$ cat src/rtl/booth_mac_acc.sv
// booth_mac_acc: packet multiply-accumulate back end for booth_mult products.
// Build option BOOTH_MAC_SAT_EN clamps the accumulator on signed overflow instead of wrapping.

// Sign-extending add of one product into the accumulator, with overflow detect.
module booth_mac_add #(
    parameter int PW = 32,
    parameter int AW = 40
) (
    input  logic [AW-1:0] a,
    input  logic [PW-1:0] p,
    output logic [AW-1:0] sum,
    output logic          ovf
);
    logic [AW-1:0] b;
    logic [AW-1:0] raw;

    always_comb begin
        b   = AW'($signed(p));
        raw = a + b;
        // Same-sign addends whose result flips sign overflowed.
        ovf = (a[AW-1] == b[AW-1]) && (raw[AW-1] != a[AW-1]);
`ifdef BOOTH_MAC_SAT_EN
        if (ovf)
            sum = a[AW-1] ? {1'b1, {(AW-1){1'b0}}} : {1'b0, {(AW-1){1'b1}}};
        else
            sum = raw;
`else
        sum = raw;
`endif
    end
endmodule

module booth_mac_acc #(
    parameter int PW = 32,
    parameter int AW = 40
) (
    input  logic          clk,
    input  logic          rst,
    input  logic          p_valid,
    output logic          p_ready,
    input  logic [PW-1:0] p,
    input  logic          p_last,
    output logic          acc_valid,
    input  logic          acc_ready,
    output logic [AW-1:0] acc,
    output logic [15:0]   acc_cnt,
    output logic          acc_ovf
);
    typedef enum logic {S_ACC, S_DONE} state_t;

    state_t        state;
    logic [AW-1:0] add_sum;
    logic          add_ovf;

    booth_mac_add #(.PW(PW), .AW(AW)) u_add (
        .a   (acc),
        .p   (p),
        .sum (add_sum),
        .ovf (add_ovf)
    );

    // No path from p_valid: ready depends only on state and reset.
    assign p_ready = (state == S_ACC) && !rst;

    always_ff @(posedge clk or posedge rst) begin
        if (rst) begin
            state     <= S_ACC;
            acc       <= '0;
            acc_cnt   <= '0;
            acc_ovf   <= 1'b0;
            acc_valid <= 1'b0;
        end else begin
            case (state)
                S_ACC: begin
                    if (p_valid) begin
                        acc <= add_sum;
                        if (acc_cnt != 16'hFFFF)
                            acc_cnt <= acc_cnt + 16'd1;
                        if (add_ovf)
                            acc_ovf <= 1'b1;
                        if (p_last) begin
                            state     <= S_DONE;
                            acc_valid <= 1'b1;
                        end
                    end
                end
                S_DONE: begin
                    // Result holds until taken; clearing here makes the next packet start from 0.
                    if (acc_ready) begin
                        state     <= S_ACC;
                        acc_valid <= 1'b0;
                        acc       <= '0;
                        acc_cnt   <= '0;
                        acc_ovf   <= 1'b0;
                    end
                end
                default: state <= S_ACC;
            endcase
        end
    end
endmodule

$ cat config.mk
export PLATFORM = sky130hd
export DESIGN_NAME = booth_mac_acc
export DESIGN_NICKNAME = d
export VERILOG_FILES = /design/src/rtl/booth_mac_acc.sv
export SDC_FILE = /design/constraint.sdc
export NUM_CORES = 1
export LEC_CHECK = 0
export CAP_MARGIN = 40
export CORE_AREA = 2 2 96 144
export DETAILED_ROUTE_END_ITERATION = 8
export DIE_AREA = 0 0 98 146
export HOLD_SLACK_MARGIN = 0.06
export PLACE_DENSITY_LB_ADDON = 0.15
export SYNTH_ARGS = -nofsm -noshare
export SYNTH_HDL_FRONTEND = slang
export SYNTH_SLANG_ARGS = --single-unit
$ cat constraint.sdc
create_clock -name clk -period 2.8 [get_ports clk]
set_clock_uncertainty 0.2 [all_clocks]
set_input_delay 0.28 -clock clk [delete_from_list [all_inputs] [get_ports clk]]
set_output_delay 0.28 -clock clk [all_outputs]
set_load 0.05 [all_outputs]
# [Yosys cells after proc, flatten, opt, wreduce, memory -nomap -nowiden]
# Cells that the tools add are included.
[op_classes] n_addsub=2 eq_ne=8 mux=18 bitwise=1 n_reduce_logical=7
[op_table] cell="$mux 40" count=2
[op_table] cell="$pmux 40 s2" count=1
[op_table] cell="$mux 16" count=3
[op_table] cell="$add 40x40->40" count=1
[op_table] cell="$pmux 16 s2" count=1
[op_table] cell="$add 16x1->16 const B" count=1
[op_table] cell="$ne 16x16->1 const B" count=1
[op_table] cell="$reduce_and 3->1" count=3
[op_table] cell="$mux 1" count=8
[op_table] cell="$ne 2x2->1 const B" count=4
[op_table] cell="$pmux 1 s2" count=3
[op_table] cell="$logic_and 1x1->1" count=2
[op_table] cell="$ne 2x1->1 const B" count=1
[op_table] cell="$reduce_and 2->1" count=1
[op_table] cell="$eq 1x1->1" count=1
[op_table] cell="$logic_not 1->1" count=1
[op_table] cell="$ne 1x1->1" count=1
[op_table] cell="$not 1->1" count=1
[totals] ff_bits=59 input_bits=37 out_inout_bits=59

# [Depth between registers and ports, before layout]
# Gate-level depths: netlist of the first run.
[logic_depth] ltp_word=6 depth_mapped=12 depth_no_buf=12

# [Hierarchy]
# From an unflattened synthesis of the first run, not the netlist that was laid out.
[hier_totals] hier_cells=540 hier_area_um2=4798.4
[modules_own_cells] mod="booth_mac_acc" n_inst=1 cells_per_inst=209 area_each_um2=2541.2 seq_area_each_um2=1476.4
[modules_own_cells] mod="booth_mac_add" n_inst=1 cells_per_inst=331 area_each_um2=2257.2 seq_area_each_um2=0.0

# [Least setup slack after synthesis of the first run]
# OpenSTA, ideal clock, no wires.
[synth_path] path_kind="reg2reg" startpoint="reg acc[0]" endpoint="reg acc[36]" setup_ps=133 arrival_time_ps=3078 t_required_ps=2467 slack_ps=-612 path_stages_with_launch=13 cell_sequence="dfrtp_1 > ha_1 > inv_1 > fa_1 > and2b_1 > o2111ai_1 > a211oi_1 > nor3b_1 > o311ai_2 > a21oi_1 > o311ai_2 > xnor2_1 > o21ai_0"
[synth_via] elab_chain_len=3
[synth_lines] element="start, declared" line="45" source="output logic [AW-1:0] acc,"
[synth_lines] element="start signal, assigned" line="76" source="acc <= add_sum;"
[synth_lines] element="$add 40x40->40" line="19" source="raw = a + b;"
[synth_lines] element="$mux 40" line="75" source="if (p_valid) begin"
[synth_lines] element="$pmux 40 s2" line="73" source="case (state)"
# Every way passes these cells. The select of a mux whose other input is x is not followed.
# A chain may end at the register's enable or synchronous reset.

# [Worst setup path after layout of the first run]
[layout_path] startpoint="in p[26]" endpoint="reg acc[39]"
[layout_via] elab_chain_len=3
[layout_lines] element="start, declared" line="41" source="input logic [PW-1:0] p,"
[layout_lines] element="$add 40x40->40" line="19"
[layout_lines] element="$mux 40" line="75"
[layout_lines] element="$pmux 40 s2" line="73"
# Every way passes these cells. The select of a mux whose other input is x is not followed.

==> flow_summary.html, run 1 <==
<table>
<tr><th>Metric</th><th>Value</th></tr>
<tr><th colspan="2">Outcome</th></tr>
<tr><td>Run status</td><td>finished with violations</td></tr>
<tr><td>Failing checks</td><td>negative setup slack</td></tr>
<tr><th colspan="2">Logic synthesis</th></tr>
<tr><td>Distinct cells, synth</td><td>50</td></tr>
<tr><td>Post-synth EDFFs</td><td>0</td></tr>
<tr><td>Simple-gate share of the synthesized area</td><td>between 10% and 20%</td></tr>
<tr><td>Predominant post-synthesis flop cell</td><td>dfrtp_1</td></tr>
<tr><td>Post-synthesis mux area share</td><td>1.14%</td></tr>
<tr><td>Mapped Area</td><td>4500 um^2</td></tr>
<tr><td>Yosys warning total</td><td>0</td></tr>
<tr><td>Syn nets</td><td>between 600 and 700</td></tr>
<tr><td>Synthesized-area fraction occupied by xor and xnor cells</td><td>~9%</td></tr>
<tr><td>Average size of a mapped cell</td><td>8.30 um^2</td></tr>
<tr><td>Fraction of registers with async set or reset after synthesis</td><td>100%</td></tr>
<tr><td>Dominant combinational cell family by area after synthesis</td><td>compound AO/OA/AOI/OAI gates</td></tr>
<tr><td>Sequential share of the synthesized area</td><td>approximately a third</td></tr>
<tr><td>Number of flip-flops and latches in the synthesized netlist</td><td>slightly below 60</td></tr>
<tr><td>Adder and majority gate portion of the synthesized area</td><td>a little under an eighth</td></tr>
<tr><td>Number of standard cells after synthesis</td><td>542</td></tr>
<tr><td>Compound-Gate Fraction of Synth Area</td><td>about 23%</td></tr>
<tr><th colspan="2">Worst setup path</th></tr>
<tr><td>Crit Path Class</td><td>in -&gt; reg</td></tr>
<tr><td>Data arrival time at the worst-slack endpoint</td><td>~3 ns</td></tr>
<tr><td>Nature of the critical path endpoint</td><td>flip-flop</td></tr>
<tr><td>Sort of element at the start of the critical path</td><td>input port</td></tr>
<tr><td>CP required</td><td>~2.9 ns</td></tr>
<tr><td>Maximum fanout count along the critical path</td><td>4</td></tr>
<tr><th colspan="2">STA</th></tr>
<tr><td>Crit share post-route</td><td>108%</td></tr>
<tr><td>Top achievable clock speed</td><td>331 MHz</td></tr>
<tr><td>Final count of negative-setup-slack endpoints</td><td>8</td></tr>
<tr><td>Pins over their slew limit</td><td>0</td></tr>
<tr><td>Setup repair after global routing missed its margin</td><td>true</td></tr>
<tr><td>Clock period minus final worst setup slack</td><td>3.02 ns</td></tr>
<tr><td>Slew of the pin with the lowest slew margin</td><td>roughly 0.52 ns</td></tr>
<tr><td>Hold Fails Final Rpt</td><td>0</td></tr>
<tr><td>Worst setup slack after layout</td><td>-0.217 ns</td></tr>
<tr><td>Post-Route Hold Slack</td><td>0.127 ns</td></tr>
<tr><td>Worst slew margin</td><td>approximately two thirds</td></tr>
<tr><th colspan="2">Clocking</th></tr>
<tr><td>Clock slew seen by the registers of the worst setup and hold paths</td><td>0.06 ns</td></tr>
<tr><td>Max H-tree Level</td><td>3</td></tr>
<tr><td>Worst-case clock buffer depth</td><td>2</td></tr>
<tr><td>Clock tree from TritonCTS</td><td>done</td></tr>
<tr><td>Clock latency on the worst-skew pair</td><td>0.34 ns</td></tr>
<tr><td>CTS root buf</td><td>clkbuf_16</td></tr>
<tr><td>Cts bufs inserted</td><td>9</td></tr>
<tr><td>Number of clock sinks seen by CTS</td><td>59</td></tr>
<tr><td>Cts hold-fix bufs</td><td>0</td></tr>
<tr><th colspan="2">Detailed routing</th></tr>
<tr><td>Total routed wirelength</td><td>between 10000 and 15000 um</td></tr>
<tr><td>Via-per-instance ratio</td><td>between 5 and 6</td></tr>
<tr><td>Number of detailed-route iterations in the first pass</td><td>4</td></tr>
<tr><td>Count of antenna-violating nets left after detailed routing</td><td>0</td></tr>
<tr><td>Per-cell routed wire length</td><td>around 16 um</td></tr>
<tr><td>Via count</td><td>~4700</td></tr>
<tr><td>Residual DRC count</td><td>0</td></tr>
<tr><td>1st-iter DRT viols</td><td>180</td></tr>
<tr><th colspan="2">Layout</th></tr>
<tr><td>Nets</td><td>about 830</td></tr>
<tr><td>Post-synthesis to final-layout area growth</td><td>57.3%</td></tr>
<tr><td>Fraction of final layout cells with drive strength greater than 1</td><td>26.1%</td></tr>
<tr><td>Most common cell after layout, fill and taps aside</td><td>buf_4</td></tr>
<tr><td>Post-layout instance area</td><td>roughly 7000 um^2</td></tr>
<tr><td>Fillers</td><td>around 1200</td></tr>
<tr><td>Top library cells by usage in the layout, fill and taps aside</td><td>buf_4, clkdlybuf4s50_1, nand2_1</td></tr>
<tr><td>Number of antenna diodes</td><td>0</td></tr>
<tr><th colspan="2">Global routing</th></tr>
<tr><td>First-pass GRT wire length</td><td>approximately 24000 um</td></tr>
<tr><td>Residual overflow from global routing</td><td>0</td></tr>
<tr><td>Antenna violations before repair</td><td>0</td></tr>
<tr><td>GRT Total Usage</td><td>between 20% and 30%</td></tr>
<tr><td>Via count of the first global-routing pass</td><td>4949</td></tr>
<tr><td>Pin count of the biggest net entering global routing</td><td>41</td></tr>
<tr><th colspan="2">Floorplanning</th></tr>
<tr><td>Number of placed I/O pins</td><td>96</td></tr>
<tr><td>Chip height</td><td>between 100 and 150 um</td></tr>
<tr><td>Number of standard-cell rows in the floorplan</td><td>just over 50</td></tr>
<tr><td>Die Footprint</td><td>between 10000 and 15000 um^2</td></tr>
<tr><td>Die X</td><td>98 um</td></tr>
<tr><td>Core outline area</td><td>13000 um^2</td></tr>
<tr><td>Initial core utilization</td><td>a little over a third</td></tr>
<tr><th colspan="2">Pwr</th></tr>
<tr><td>Static Leakage</td><td>3.22 nW</td></tr>
<tr><td>Pwr dens</td><td>around 1200 nW/um^2</td></tr>
<tr><td>Total power consumption of the routed design</td><td>around 0.0084 W</td></tr>
<tr><td>Worst vdd rail ir drop</td><td>0.000581 V</td></tr>
<tr><th colspan="2">Placement</th></tr>
<tr><td>GP Congestion</td><td>approximately 0.90</td></tr>
<tr><td>Pre-CTS setup slack</td><td>-0.642 ns</td></tr>
<tr><td>Number of buffer cells added on primary ports</td><td>between 90 and 100</td></tr>
<tr><td>Cell area after placement</td><td>around 6500 um^2</td></tr>
<tr><td>Post-DP HPWL</td><td>11000 um</td></tr>
<tr><th colspan="2">Job</th></tr>
<tr><td>Max-cap violations</td><td>0</td></tr>
<tr><th colspan="2">Worst hold path</th></tr>
<tr><td>Class of the tightest hold or removal check</td><td>in -&gt; async</td></tr>
</table>
-- worst max-delay path, stage by stage --
cell	delay, ns
clkdlybuf4s50_1	0.51
ha_4	0.23
and3_4	0.15
a221o_1	0.37
a21oi_2	0.17
o21bai_2	0.08
a221o_1	0.34
a221o_1	0.33
a21bo_2	0.22
mux2i_1	0.19
mux2i_1	0.22
-- cells by family (layout without fill, tap and decap cells) --
logic type               after synthesis  after routing
AO/OA/AOI/OAI                        168            168
XOR/XNOR                              46             46
adder cells (fa/ha/maj)               41             41
buffers and inverters                 37            250
flip-flops                            59             59
multiplexers                           5              5
AND/OR/NAND/NOR                      186            186
-- per-stage QoR --
step / util [%] / TNS, ns / cells
finish: 54.6 / -0.736 / 914
global route: 54.6 / -2.21 / 914
CTS: 53.7 / -1.01 / 912
detailed placement: 50.5 / -8.98 / 892
global placement: 50.5 / -7.98 / 892
floorplan: - / -0.966 / 542
-- report_power, final --
| group | switching (W) | leakage (nW) | internal (W) |
|---|---|---|---|
| combinational | 0.00319 | 2.33 | 0.00262 |
| clock | 0.000469 | 0.149 | 0.000704 |
| sequential | 0.000261 | 0.745 | 0.00116 |
-- layout make-up --
class | instances | area (um^2) | share of cell area (%)
flip-flops and latches | 59 | 1490 | 21.1
repair buffers | 221 | 1920 | 27.2
clock buffers | 9 | 225 | 3.18
inverters | 13 | 48.8 | 0.690
multi-input cells | 446 | 3100 | 43.9
clock inverters | 7 | 83.8 | 1.19
well taps | 159 | 199 | 2.81
-- what timing repair did --
| item | in CTS | in global routing |
|---|---|---|
| setup endpoints to repair | 14 | 19 |
| setup buffers | 4 | 2 |
| pin swaps | 12 | 13 |
| gates resized for setup | 23 | 29 |
-- registers in the layout, indices dropped and copies added (netlist names) --
register	cells
acc_valid	1
acc_ovf	1
acc	40
acc_cnt	16
state	1
-- cells in the mapped netlist, types with 3 or more instances --
library cell / number / share of area, %
a211oi_1: 3 / 0.50
a21o_1: 17 / 2.8
a21oi_1: 51 / 5.7
a221o_1: 3 / 0.67
a31oi_1: 4 / 0.56
and2_1: 6 / 0.83
and3_1: 6 / 0.83
and4_1: 5 / 0.97
clkbuf_1: 21 / 1.8
dfrtp_1: 59 / 33
ha_1: 40 / 11
inv_1: 13 / 1.1
mux2i_1: 4 / 0.89
nand2_1: 86 / 7.2
nand2b_1: 4 / 0.56
nand3_1: 8 / 0.89
nand4_1: 16 / 2.2
nor2_1: 34 / 2.8
nor2b_1: 3 / 0.42
nor3_1: 7 / 0.78
o21a_1: 4 / 0.67
o21ai_0: 59 / 6.6
o21bai_1: 8 / 1.3
or3_1: 5 / 0.70
xnor2_1: 23 / 4.5
xor2_1: 23 / 4.5
-- path summary, 6_finish.rpt --
kind | start | endpoint | slack [ns] | depth (start not counted)
min in group clk | p[0] | acc[0]$_DFFE_PP0P_ | 0.25 | 3
hold / removal | rst | acc_cnt[11]$_DFFE_PP0P_ | 0.13 | 2
setup / recovery | p[26] | acc[39]$_DFFE_PP0P_ | -0.22 | 11
setup reg to reg | acc[25]$_DFFE_PP0P_ | acc[39]$_DFFE_PP0P_ | -0.22 | 10
max in group asynchronous | rst | acc[20]$_DFFE_PP0P_ | 1.63 | 3
hold reg to reg | acc_valid$_DFFE_PP0P_ | acc_valid$_DFFE_PP0P_ | 0.30 | 2
-- per-layer routing --
metal	global-route usage (%)	vias up	share of wire, %
met2	37.5	90	54
li1	-	2355	-
met5	0	-	0
met1	23.0	2244	41
met4	6.53	0	1.8
met3	3.70	21	3.4
No activity file was read; power rests on OpenSTA's default activity.
==> inputs of run 2 (changes only) <==
Settings changed: PLACE_DENSITY_LB_ADDON 0.15 to default.
==> run 2 against run 1 <==
The run still ends with negative setup slack left. First-iteration DRC count is 13% higher. Register-to-register slack better by 0.02 ns. Die area stayed put. Sequential cell count stayed put. Clock power hardly changed. Final cell count is 0.33% lower. Critical path depth stayed put. Clock-buffer cell count stayed put. Non-clock buffer count is 3 lower. Sequential power hardly changed. Total power is 1.3% lower.
==> flow_summary.html, run 2 (synthesis results as in run 1) <==
<table>
<tr><th>Metric</th><th>Value</th></tr>
<tr><th colspan="2">Outcome</th></tr>
<tr><td>Run status</td><td>finished with violations</td></tr>
<tr><td>Failing checks</td><td>negative setup slack</td></tr>
<tr><th colspan="2">Global routing</th></tr>
<tr><td>GRT Total Usage</td><td>20.1% (-0.093 points)</td></tr>
<tr><td>First-pass GRT wire length</td><td>23600 um (-0.26%)</td></tr>
<tr><td>Residual overflow from global routing</td><td>0 (unchanged)</td></tr>
<tr><td>Via count of the first global-routing pass</td><td>4974 (+0.51%)</td></tr>
<tr><td>Pin count of the biggest net entering global routing</td><td>41 (unchanged)</td></tr>
<tr><td>Antenna violations before repair</td><td>0 (unchanged)</td></tr>
<tr><th colspan="2">Layout</th></tr>
<tr><td>Register with the most flip-flops</td><td>acc</td></tr>
<tr><td>Number of flip-flops under the largest register name</td><td>40 (unchanged)</td></tr>
<tr><td>Nets</td><td>825 (-0.36%)</td></tr>
<tr><td>Post-synthesis to final-layout area growth</td><td>56.1%</td></tr>
<tr><td>Top library cells by usage in the layout, fill and taps aside</td><td>buf_4, clkdlybuf4s50_1, nand2_1</td></tr>
<tr><td>Most common cell after layout, fill and taps aside</td><td>buf_4</td></tr>
<tr><td>Number of antenna diodes</td><td>0 (unchanged)</td></tr>
<tr><td>Registers with the most flip-flops</td><td>acc x40, acc_cnt x16</td></tr>
<tr><td>Fraction of final layout cells with drive strength greater than 1</td><td>25.3% (-0.83 points)</td></tr>
<tr><th colspan="2">Clocking</th></tr>
<tr><td>Clock tree from TritonCTS</td><td>done</td></tr>
<tr><td>CTS root buf</td><td>clkbuf_16</td></tr>
<tr><td>Worst-case clock buffer depth</td><td>2 (unchanged)</td></tr>
<tr><td>Clock latency on the worst-skew pair</td><td>0.33 ns (about the same)</td></tr>
<tr><td>Number of clock sinks seen by CTS</td><td>59 (unchanged)</td></tr>
<tr><td>Clock slew seen by the registers of the worst setup and hold paths</td><td>0.06 ns (about the same)</td></tr>
<tr><td>Cts bufs inserted</td><td>9 (unchanged)</td></tr>
<tr><td>Max H-tree Level</td><td>3 (unchanged)</td></tr>
<tr><th colspan="2">Floorplanning</th></tr>
<tr><td>Initial core utilization</td><td>34.7% (unchanged)</td></tr>
<tr><td>Number of standard-cell rows in the floorplan</td><td>51 (unchanged)</td></tr>
<tr><td>Die X</td><td>98 um (unchanged)</td></tr>
<tr><td>Chip height</td><td>146 um (unchanged)</td></tr>
<tr><td>Die Footprint</td><td>14300 um^2 (unchanged)</td></tr>
<tr><td>Core outline area</td><td>13000 um^2 (unchanged)</td></tr>
<tr><td>Number of placed I/O pins</td><td>96 (unchanged)</td></tr>
<tr><th colspan="2">Job</th></tr>
<tr><td>Max-cap violations</td><td>0 (unchanged)</td></tr>
<tr><th colspan="2">Placement</th></tr>
<tr><td>Post-DP HPWL</td><td>10800 um (-1.4%)</td></tr>
<tr><td>GP Congestion</td><td>0.905 (+0.53%)</td></tr>
<tr><td>Number of buffer cells added on primary ports</td><td>95 (unchanged)</td></tr>
<tr><td>Pre-CTS setup slack</td><td>-0.601 ns (+0.0414 ns)</td></tr>
<tr><th colspan="2">Worst setup path</th></tr>
<tr><td>Data arrival time at the worst-slack endpoint</td><td>3.07 ns (about the same)</td></tr>
<tr><td>CP required</td><td>2.86 ns (about the same)</td></tr>
<tr><td>Delay of the slowest cell on the worst path</td><td>0.51 ns (about the same)</td></tr>
<tr><td>Sort of element at the start of the critical path</td><td>input port</td></tr>
<tr><td>Startpoint of the worst setup timing path</td><td>p[27]</td></tr>
<tr><td>Sequence of cells on the critical path</td><td>clkdlybuf4s50_1 -&gt; ha_4 -&gt; buf_4 -&gt; a221o_1 -&gt; a21oi_2 -&gt; o21bai_1 -&gt; a221o_1 -&gt; a221o_1 -&gt; a21bo_2 -&gt; mux2i_2 -&gt; mux2i_1</td></tr>
<tr><td>Crit Path Class</td><td>in -&gt; reg</td></tr>
<tr><td>Cell mode on critical path</td><td>a221o_1</td></tr>
<tr><td>Nature of the critical path endpoint</td><td>flip-flop</td></tr>
<tr><td>Crit path max-delay cell type</td><td>clkdlybuf4s50_1</td></tr>
<tr><td>Maximum fanout count along the critical path</td><td>8 (+4)</td></tr>
<tr><td>Reg-to-reg critical path startpoint</td><td>acc[24]$_DFFE_PP0P_</td></tr>
<tr><th colspan="2">Worst hold path</th></tr>
<tr><td>Class of the tightest hold or removal check</td><td>in -&gt; async</td></tr>
<tr><th colspan="2">Detailed routing</th></tr>
<tr><td>Via count</td><td>4729 (+0.40%)</td></tr>
<tr><td>1st-iter DRT viols</td><td>204 (+13%)</td></tr>
<tr><td>Per-cell routed wire length</td><td>15.7 um (-0.14%)</td></tr>
<tr><td>Via-per-instance ratio</td><td>5.19 (+0.73%)</td></tr>
<tr><td>Number of detailed-route iterations in the first pass</td><td>4 (unchanged)</td></tr>
<tr><td>Residual DRC count</td><td>0 (unchanged)</td></tr>
<tr><td>Total routed wirelength</td><td>14300 um (-0.47%)</td></tr>
<tr><td>Count of antenna-violating nets left after detailed routing</td><td>0 (unchanged)</td></tr>
<tr><th colspan="2">STA</th></tr>
<tr><td>Crit share post-route</td><td>107% (-0.43 points)</td></tr>
<tr><td>Setup TNS after final layout</td><td>-0.983 ns (-0.248 ns)</td></tr>
<tr><td>Pins over their slew limit</td><td>0 (unchanged)</td></tr>
<tr><td>Slew of the pin with the lowest slew margin</td><td>0.567 ns (+0.0436 ns)</td></tr>
<tr><td>Worst setup slack after layout</td><td>-0.205 ns (+0.0122 ns)</td></tr>
<tr><td>Setup repair after global routing missed its margin</td><td>true</td></tr>
<tr><td>Hold Fails Final Rpt</td><td>0 (unchanged)</td></tr>
<tr><td>Final count of negative-setup-slack endpoints</td><td>11 (+3)</td></tr>
<tr><td>Top achievable clock speed</td><td>333 MHz (+0.40%)</td></tr>
<tr><td>Clock period minus final worst setup slack</td><td>3.01 ns (-0.0122 ns)</td></tr>
<tr><td>Worst slew margin</td><td>62.2% (-2.9 points)</td></tr>
<tr><th colspan="2">Pwr</th></tr>
<tr><td>Worst vdd rail ir drop</td><td>0.000654 V (+13%)</td></tr>
<tr><td>Static Leakage</td><td>3.18 nW (-1.1%)</td></tr>
<tr><td>Pwr dens</td><td>1180 nW/um^2 (-0.55%)</td></tr>
</table>
==> run 2: cell count changes in the layout (fill, tap and decap cells not counted), sizes merged <==
cell,delta
clkinvlp,-1
dlygate4sd2,+1
buf,-3
clkinv,+1
clkdlybuf4s50,-1
==> run 2: layout make-up <==
| class | instances | area (um^2) |
|---|---|---|
| clock buffers | 9 | 225 |
| clock inverters | 7 | 85.1 |
| fillers | 1207 | 5930 |
| inverters | 13 | 48.8 |
| multi-input cells | 446 | 3090 |
| flip-flops and latches | 59 | 1490 |
| well taps | 159 | 199 |
| repair buffers | 218 | 1890 |
==> run 2: repair_timing <==
item,4_1_cts,5_1_grt
hold buffers,0,0
cloned,0,0
gates resized for setup,17,19
buffers inserted,3,4
endpoints found under the setup margin,16,23
endpoints found under the hold margin,0,0
pin swaps,7,10
==> run 2: path summary, 6_finish.rpt <==
| kind | endpoint | slack, ns | cells after the start |
|---|---|---|---|
| max | acc[39]$_DFFE_PP0P_ | -0.21 | 11 |
| min | acc_valid$_DFFE_PP0P_ | 0.15 | 2 |
| max in group asynchronous | acc[18]$_DFFE_PP0P_ | 1.61 | 3 |
| min in group clk | acc[0]$_DFFE_PP0P_ | 0.26 | 3 |
| min reg2reg | acc_valid$_DFFE_PP0P_ | 0.28 | 2 |
| max reg2reg | acc[39]$_DFFE_PP0P_ | -0.20 | 10 |
==> run 2: per-layer routing <==
metal  vias up  part of all wire (%)  GRT usage (%)
li1       2350                     -              -
met1      2258                    40           21.6
met2        95                    55           39.3
met3        26                   3.1           3.07
met4         0                   2.3           6.32
met5         -                     0              0
==> run 2: per-stage QoR <==
step	area [um^2]	hold WS, ns	total power [W]	std cells	utilization, %
floorplan	4590	0.176	0.00468	542	-
CTS	6900	0.177	0.00819	907	53.3
finish	7020	0.154	0.00829	911	54.2
detailed placement	6520	0.266	0.00687	888	50.3
global placement	6520	0.269	0.00682	888	50.3
global route	7020	0.209	0.00888	911	54.2
==> run 2: critical path, delay by kind of cell <==
kind,cells,cell delay [ns]
compound gates,6,1.51
buf+inv,2,0.67
mux,2,0.38
fa+ha+maj,1,0.21
==> run 2: report_power, final <==
group | switching [W] | total (W) | internal [W]
sequential | 0.000269 | 0.00143 | 0.00116
combinational | 0.00314 | 0.00570 | 0.00256
clock | 0.000457 | 0.00116 | 0.000706
==> inputs of run 3 (changes only) <==
Settings changed: CAP_MARGIN 40 to default.
==> results of run 3 <==
Same layout as run 2: the final DEF is identical, and so are final timing and power.
